File: src/rtl/sub_pkg.sv
// Shared types and helpers for the bit-serial subtractor.
package sub_pkg;

    localparam int unsigned SUB_W_MAX = 32;

    typedef enum logic [1:0] {
        IDLE = 2'd0,
        RUN  = 2'd1,
        DONE = 2'd2
    } state_e;

    // 2:1 mux primitive: sel=0 -> d0, sel=1 -> d1.
    function automatic logic mux2(input logic sel, input logic d0, input logic d1);
        return sel ? d1 : d0;
    endfunction

endpackage

File: src/rtl/serial_sub_ctrl_fs_bit_cell.sv
// Combinational full-subtractor bit cell (a - b - c), built from 2:1 muxes.
module fs_bit_cell
    import sub_pkg::*;
(
    input  logic a_i,
    input  logic b_i,
    input  logic c_i,
    output logic diff_o,
    output logic borrow_o
);

    logic axb;

    assign axb = mux2(a_i, b_i, ~b_i);
    assign diff_o = mux2(c_i, axb, ~axb);
    // a=0: borrow when b or c set; a=1: borrow only when both set.
    assign borrow_o = mux2(a_i, b_i | c_i, b_i & c_i);

endmodule

File: src/rtl/serial_sub_ctrl.sv
// Bit-serial WIDTH-bit subtractor: one shared bit cell, LSB first, registered borrow chain.
module serial_sub_ctrl
    import sub_pkg::*;
#(
    parameter int unsigned WIDTH = 8
) (
    input  logic             clk,
    input  logic             rst,
    input  logic             in_valid,
    output logic             in_ready,
    input  logic [WIDTH-1:0] a,
    input  logic [WIDTH-1:0] b,
    input  logic             bin,
    output logic             out_valid,
    input  logic             out_ready,
    output logic [WIDTH-1:0] diff,
    output logic             bout,
    output logic             busy
);

    localparam int unsigned CNT_W = $clog2(WIDTH) + 1;

    if (WIDTH < 1 || WIDTH > SUB_W_MAX) begin : g_width_chk
        $error("serial_sub_ctrl: WIDTH out of range");
    end

    state_e             state_q;
    logic [WIDTH-1:0]   a_sr_q;
    logic [WIDTH-1:0]   b_sr_q;
    logic [WIDTH-1:0]   diff_sr_q;
    logic [WIDTH-1:0]   diff_sr_d;
    logic               borrow_q;
    logic [CNT_W-1:0]   cnt_q;
    logic [CNT_W-1:0]   cnt_d;
    logic [WIDTH-1:0]   diff_q;
    logic               bout_q;
    logic               in_ready_q;
    logic               out_valid_q;
    logic               busy_q;
    logic               cell_d;
    logic               cell_bo;
    logic               last_bit;

    fs_bit_cell u_cell (
        .a_i      (a_sr_q[0]),
        .b_i      (b_sr_q[0]),
        .c_i      (borrow_q),
        .diff_o   (cell_d),
        .borrow_o (cell_bo)
    );

    // New difference bit enters at the MSB so the LSB lands at bit 0 after WIDTH shifts.
    assign diff_sr_d = (diff_sr_q >> 1) | (WIDTH'(cell_d) << (WIDTH - 1));
    assign cnt_d     = cnt_q + CNT_W'(1);
    assign last_bit  = (cnt_q == CNT_W'(WIDTH - 1));

    always_ff @(posedge clk) begin
        if (rst) begin
            state_q     <= IDLE;
            a_sr_q      <= '0;
            b_sr_q      <= '0;
            diff_sr_q   <= '0;
            borrow_q    <= 1'b0;
            cnt_q       <= '0;
            diff_q      <= '0;
            bout_q      <= 1'b0;
            in_ready_q  <= 1'b0;
            out_valid_q <= 1'b0;
            busy_q      <= 1'b0;
        end else begin
            case (state_q)
                IDLE: begin
                    in_ready_q <= 1'b1;
                    if (in_valid && in_ready_q) begin
                        state_q    <= RUN;
                        a_sr_q     <= a;
                        b_sr_q     <= b;
                        borrow_q   <= bin;
                        cnt_q      <= '0;
                        diff_sr_q  <= '0;
                        in_ready_q <= 1'b0;
                        busy_q     <= 1'b1;
                    end
                end
                RUN: begin
                    a_sr_q    <= a_sr_q >> 1;
                    b_sr_q    <= b_sr_q >> 1;
                    borrow_q  <= cell_bo;
                    cnt_q     <= cnt_d;
                    diff_sr_q <= diff_sr_d;
                    if (last_bit) begin
                        state_q     <= DONE;
                        diff_q      <= diff_sr_d;
                        bout_q      <= cell_bo;
                        out_valid_q <= 1'b1;
                    end
                end
                DONE: begin
                    if (out_valid_q && out_ready) begin
                        state_q     <= IDLE;
                        out_valid_q <= 1'b0;
                        busy_q      <= 1'b0;
                        in_ready_q  <= 1'b1;
                    end
                end
                default: begin
                    state_q     <= IDLE;
                    in_ready_q  <= 1'b0;
                    out_valid_q <= 1'b0;
                    busy_q      <= 1'b0;
                end
            endcase
        end
    end

    assign in_ready  = in_ready_q;
    assign out_valid = out_valid_q;
    assign diff      = diff_q;
    assign bout      = bout_q;
    assign busy      = busy_q;

endmodule

File: config.mk
export PLATFORM = sky130hd
export DESIGN_NAME = serial_sub_ctrl
export DESIGN_NICKNAME = d
export VERILOG_FILES = /design/src/rtl/sub_pkg.sv /design/src/rtl/serial_sub_ctrl_fs_bit_cell.sv /design/src/rtl/serial_sub_ctrl.sv
export SDC_FILE = /design/constraint.sdc
export NUM_CORES = 1
export LEC_CHECK = 0
export CORE_AREA = 5 5 65 67
export DETAILED_ROUTE_END_ITERATION = 7
export DIE_AREA = 0 0 70 72
export PLACE_DENSITY = 0.74
export SLEW_MARGIN = 25
export SYNTH_ARGS = -nofsm -noshare
export SYNTH_HDL_FRONTEND = slang
export SYNTH_SLANG_ARGS = --single-unit
File: constraint.sdc
create_clock -name clk -period 1.6 [get_ports clk]
set_input_delay 0.24 -clock clk [delete_from_list [all_inputs] [get_ports clk]]
set_output_delay 0.24 -clock clk [all_outputs]
set_load 0.01 [all_outputs]
Word-level counts from Yosys, hierarchy flattened. Index checks and enable logic that the tools add are counted.

Register bits after elaboration: 43.

$add $sub $neg: 1. Equality and inequality tests: 6. Muxes and demuxes: 25. Bitwise logic cells: 7. Reduce and logical (&&, ||, !) cells: 10.

Operator list (number): 8-bit one-hot mux with 2 select lines (3); 8-bit two-way mux (3); 1-bit two-way mux (9); 1-bit one-hot mux with 3 select lines (3); 3-bit AND reduction (3); 7-bit by 8-bit bitwise OR with 8-bit output (1); 4-bit one-hot mux with 2 select lines (1); 2-bit two-way mux (3); 2-bit inequality test, second input constant (3); 2-bit one-hot mux with 3 select lines (1); 2-bit AND reduction (3); 4-bit by 1-bit adder with 4-bit output, second input constant (1); 4-bit by 3-bit == test with 1-bit output, second input constant (1); 4-bit two-way mux (1); 1-bit NOT (4); 2-bit by 1-bit == test with 1-bit output, second input constant (1); 2-bit == test, second input constant (1); 1-bit logical AND (2); 2-bit zero test (1); 1-bit one-hot mux with 2 select lines (1); 2-bit nonzero test (1); 1-bit AND (1); 1-bit bitwise OR (1).

Longest topological paths before layout.
Depth in word-level cells: 6. Mapped depth: 6. Mapped depth without buffers: 5.

Cells and area by module. Synthesis repeated with hierarchy kept, for this count alone.

Cells, all modules: 188. Area total of the unflattened synthesis: 1801.7 um2.

By module, submodules not included: serial_sub_ctrl (times used 1, cells each 183, area each 1771.7 um2, seq. area each 840.8 um2); fs_bit_cell (times used 1, cells each 5, area each 30.0 um2, seq. area each 0.0 um2).

Least setup slack after synthesis. Ideal clock, no wire load.

Kind: register -> register. From: register in_ready_q, in the netlist in_ready. To: register diff_sr_q[5]. Library setup time: 0.128 ns. Data arrival time: 1.241 ns. Required time: 1.472 ns. Path slack: 0.231 ns. Stages on the path, launching flop included: 7. Path buffers: 2. Cells stage by stage: dfxtp_1 -> a21oi_1 -> or2_1 -> buf_2 -> buf_2 -> a22oi_1 -> nor2_1.

Cells in the longest elaborated chain, start to end: 3.

Ends and longest elaborated chain: start, declared (RTL line serial_sub_ctrl.sv:37) `logic in_ready_q;`; start signal, assigned (RTL line serial_sub_ctrl.sv:67) `in_ready_q <= 1'b0;`; start signal, assigned (RTL line serial_sub_ctrl.sv:73) `in_ready_q <= 1'b1;`; start signal, assigned (RTL line serial_sub_ctrl.sv:81) `in_ready_q <= 1'b0;`; 1-bit logical AND (RTL line serial_sub_ctrl.sv:74) `if (in_valid && in_ready_q) begin`; 2-bit inequality test (no line); 2-bit AND reduction (no line); end signal, assigned (RTL line serial_sub_ctrl.sv:90) `diff_sr_q <= diff_sr_d;`; end, declared (RTL line serial_sub_ctrl.sv:30) `logic [WIDTH-1:0] diff_sr_q;`.

Every way passes these cells. A chain may end at the register's enable or synchronous reset.

Worst setup path in the final report.
From: register in_ready_q, in the netlist in_ready. To: output in_ready.

RTL lines: end, declared (RTL line serial_sub_ctrl.sv:10) `output logic in_ready,`.

No word-level cell between the ends.

==> PnR_summary.wiki <==
{| class="wikitable"
! Metric !! Value
|-
| Final GP Congestion || roughly 0.73
|-
| Most instantiated flip-flop cell in the synthesis netlist || sky130_fd_sc_hd__dfxtp_1
|-
| Critical path buffer and inverter count || 1
|-
| Overall Global Routing Usage || roughly 16%
|-
| Path type of the worst min-delay path || reg -> reg
|-
| Largest incremental delay on the critical path || between 0.5 and 0.6 ns
|-
| CP max stage cell || sky130_fd_sc_hd__clkdlybuf4s50_1
|-
| Proportion of layout cells with a drive suffix above 1 || ~11%
|-
| Post-synthesis net count || 217
|-
| Power density of the placed cells || 871 nW/µm²
|-
| CP startpoint kind || flop
|-
| Cell-internal power || 1.46 mW
|-
| Sequential fraction of the synthesis area || 47.9%
|-
| DRC violations left || 0
|-
| Critical path required time || approximately 1.4 ns
|-
| Clk slew on worst S/H paths || around 0.11 ns
|-
| Final worst hold slack || roughly 0.46 ns
|-
| Deepest level of the CTS H-tree || 2
|-
| Post-synthesis instance area || 1760 µm²
|-
| Post-layout power || approximately 2.0 mW
|-
| Max Buffers Root-to-Sink || 2
|-
| Routed len/inst || about 13 µm
|-
| Number of max-cap violations || 0
|-
| Post-route antenna net violation count || 0
|-
| Floorplan Core Area || roughly 3600 µm²
|-
| Initial core utilization || approximately 49%
|-
| Fraction of synthesis flops using an asynchronous set or reset pin || 0%
|-
| Clock Skews || about 0.0030 ns
|-
| Mapped Cells || between 150 and 200
|-
| Vertical die dimension || around 72 µm
|-
| Number of antenna violations at the first check in global routing || 0
|-
| Global-route congestion overflow total || 0
|-
| Number of storage elements in the synthesis netlist || 42
|-
| Clk Latency, worst-skew pair || between 0.3 and 0.4 ns
|-
| Leakage component of the power || 0.792 nW
|-
| Proportion of total power due to net switching || between 20% and 30%
|-
| Sequential cell fraction of total power || between 50 and 60%
|-
| Share of total power in combinational logic || ~15%
|-
| Number of buffers added by the clock tree synthesis step || 5
|-
| CP Class || reg -> out
|-
| Maximum number of pins on one net before global-route repair || 39
|-
| P_sw || roughly 500 µW
|-
| Count of TritonRoute iterations in the first routing pass || 4
|-
| Layout area overhead || 28.6%
|-
| Final routed wirelength across all metal layers || approximately 3700 µm
|-
| Maximum fanout encountered on the critical timing path || 5
|-
| Via count of the first global-routing pass || 1460
|-
| Arrival time at the worst endpoint || ~1.3 ns
|-
| Final net count || around 250
|-
| I/O pins || 33
|-
| Vias per inst || 5.20
|-
| Run status || finished, final reports clean
|-
| Max Freq || around 630 MHz
|-
| Final HPWL from detailed placement || between 2000 and 3000 µm
|-
| Tmin final || between 1.5 and 2 ns
|-
| Clk network pwr share || 27.7%
|-
| Chip width || around 70 µm
|-
| Hold Vio Cnt, Final || 0
|-
| Number of violations reported at the end of detailed-routing iteration 0 || between 70 and 80
|-
| Clock sink count || 42
|-
| Headroom to the max-slew limit || 76.0%
|-
| Clock tree from TritonCTS || yes
|-
| Count of buffers from port buffering || 32
|-
| CTS Root Buffer Type || sky130_fd_sc_hd__clkbuf_4
|-
| Routed vias || about 1400
|-
| Global-route wire length before repair || ~6500 µm
|-
| Worst setup EP type || output port
|-
| Unique masters post-synth || 30
|-
| Post-Syn Area per Cell || 9.01 µm²
|-
| Final worst-path cycle share || roughly 99%
|-
| Transition time at the pin with the least slew margin || 0.351 ns
|-
| Die area || roughly 5000 µm²
|-
| Final Slew Violations || 0
|-
| Number of enable-type register cells in the synthesized netlist || 0
|-
| Ordered list of cells on the worst path || clkdlybuf4s50_1
|-
| Final antenna diode count || 0
|-
| Yosys Warn Count || 0
|-
| Fin Setup TNS || 0 ns
|-
| Number of endpoints failing setup at the final stage || 0
|-
| Kind of cell adding the most delay to the critical path || buffers and inverters
|-
| VDD IR max || approximately 0.00057 V
|-
| Number of standard-cell rows in the floorplan || 22
|}
[power groups by stage]
stage               logic (mW)  clock network [mW]  registers, mW
floorplan                0.174                   0           1.14
global placement         0.288                   0           1.15
detailed placement       0.295                   0           1.15
CTS                      0.296               0.557           1.13
global route             0.326               0.597           1.14
finish                   0.294               0.546           1.13
[final timing paths]
check / start / to / slack (ns) / cells after the start
worst max-delay path: in_ready$_SDFFE_PP0P_ / in_ready / 0.02 / 1
worst min-delay path: b_sr_q[2]$_SDFFE_PP0P_ / b_sr_q[2]$_SDFFE_PP0P_ / 0.46 / 2
worst max register to register: cnt_q[1]$_SDFFE_PP0P_ / diff[2]$_SDFFE_PP0P_ / 0.12 / 6
worst min register to register: b_sr_q[2]$_SDFFE_PP0P_ / b_sr_q[2]$_SDFFE_PP0P_ / 0.46 / 2
[cells in the mapped netlist (all sizes together) (2+ instances only)]
| cell type | n | area (µm²) |
|---|---|---|
| and2 | 2 | 12.5 |
| nand3b | 7 | 52.6 |
| buf | 9 | 56.3 |
| a21oi | 14 | 70.1 |
| a21o | 7 | 52.6 |
| mux2i | 14 | 140 |
| a22oi | 11 | 82.6 |
| inv | 2 | 7.51 |
| a211oi | 9 | 67.6 |
| o21ai | 4 | 20.0 |
| xnor2 | 2 | 17.5 |
| clkbuf | 7 | 26.3 |
| dfxtp | 42 | 841 |
| nand2 | 18 | 67.6 |
| mux2 | 2 | 22.5 |
| nor2 | 35 | 136 |
[cell type report]
class,count,area (µm²)
Clock buffer,7,55.1
Clock inverter,1,5.00
Fill cell,342,1320
Inverter,2,7.51
Multi-Input combinational cell,135,835
Sequential cell,42,843
Tap cell,48,60.1
Timing Repair Buffer,43,453
[logic make-up (layout without fill, tap and decap cells)]
logic type / Yosys count / in the layout / synth area share, %
xor gates and xnor gates: 2 / 2 / 0.997
AOI/OAI and AO/OA: 47 / 47 / 17.5
muxes: 16 / 16 / 9.26
DFF: 42 / 42 / 47.9
buffers and inverters: 18 / 53 / 5.13
and+or+nand+nor: 69 / 69 / 18.5
adders and majority gates: 1 / 1 / 0.712
[registers in the layout, indices dropped and copies added (netlist names), 2 cells and up]
register   flops
a_sr_q         8
b_sr_q         8
diff           8
diff_sr_q      7
cnt_q          4
state_q        2
[cell usage in the layout, fill, tap and decap left out, types with 4 or more instances in the layout]
| master | synthesis | routed |
|---|---|---|
| sky130_fd_sc_hd__a211oi_1 | 9 | 9 |
| sky130_fd_sc_hd__a21o_1 | 7 | 7 |
| sky130_fd_sc_hd__a21oi_1 | 14 | 14 |
| sky130_fd_sc_hd__a22oi_1 | 11 | 11 |
| sky130_fd_sc_hd__buf_12 | 0 | 4 |
| sky130_fd_sc_hd__buf_4 | 2 | 7 |
| sky130_fd_sc_hd__clkbuf_4 | 0 | 5 |
| sky130_fd_sc_hd__clkdlybuf4s50_1 | 0 | 32 |
| sky130_fd_sc_hd__dfxtp_1 | 42 | 40 |
| sky130_fd_sc_hd__mux2i_1 | 14 | 13 |
| sky130_fd_sc_hd__nand2_1 | 18 | 18 |
| sky130_fd_sc_hd__nand3b_1 | 7 | 7 |
| sky130_fd_sc_hd__nor2_1 | 33 | 33 |
| sky130_fd_sc_hd__o21ai_0 | 4 | 4 |
[per-stage QoR]
step           cell area, µm²  utilization [%]  instances  worst slack, ns
2_1_floorplan            1760                -        195            0.231
3_3_place_gp             2180             60.9        269           0.0336
3_5_place_dp             2180             60.9        269          -0.0142
4_1_cts                  2240             62.6        277           0.0267
5_1_grt                  2260             63.1        278          -0.0177
6_report                 2260             63.1        278           0.0213
[routing by layer]
| layer | up-vias | global-route usage [%] | wire, µm |
|---|---|---|---|
| met5 | - | 0 | 0 |
| li1 | 746 | - | - |
| met4 | 0 | 6.60 | 57 |
| met2 | 29 | 25.8 | 1720 |
| met1 | 663 | 19.2 | 1820 |
| met3 | 7 | 4.99 | 153 |
[repair_timing]
| item | CTS | global route |
|---|---|---|
| gates resized for setup | 0 | 4 |
| buffers inserted | 0 | 1 |
| setup endpoints to repair | 0 | 8 |
| hold buffers | 0 | 0 |
No activity file was read; power rests on OpenSTA's default activity.
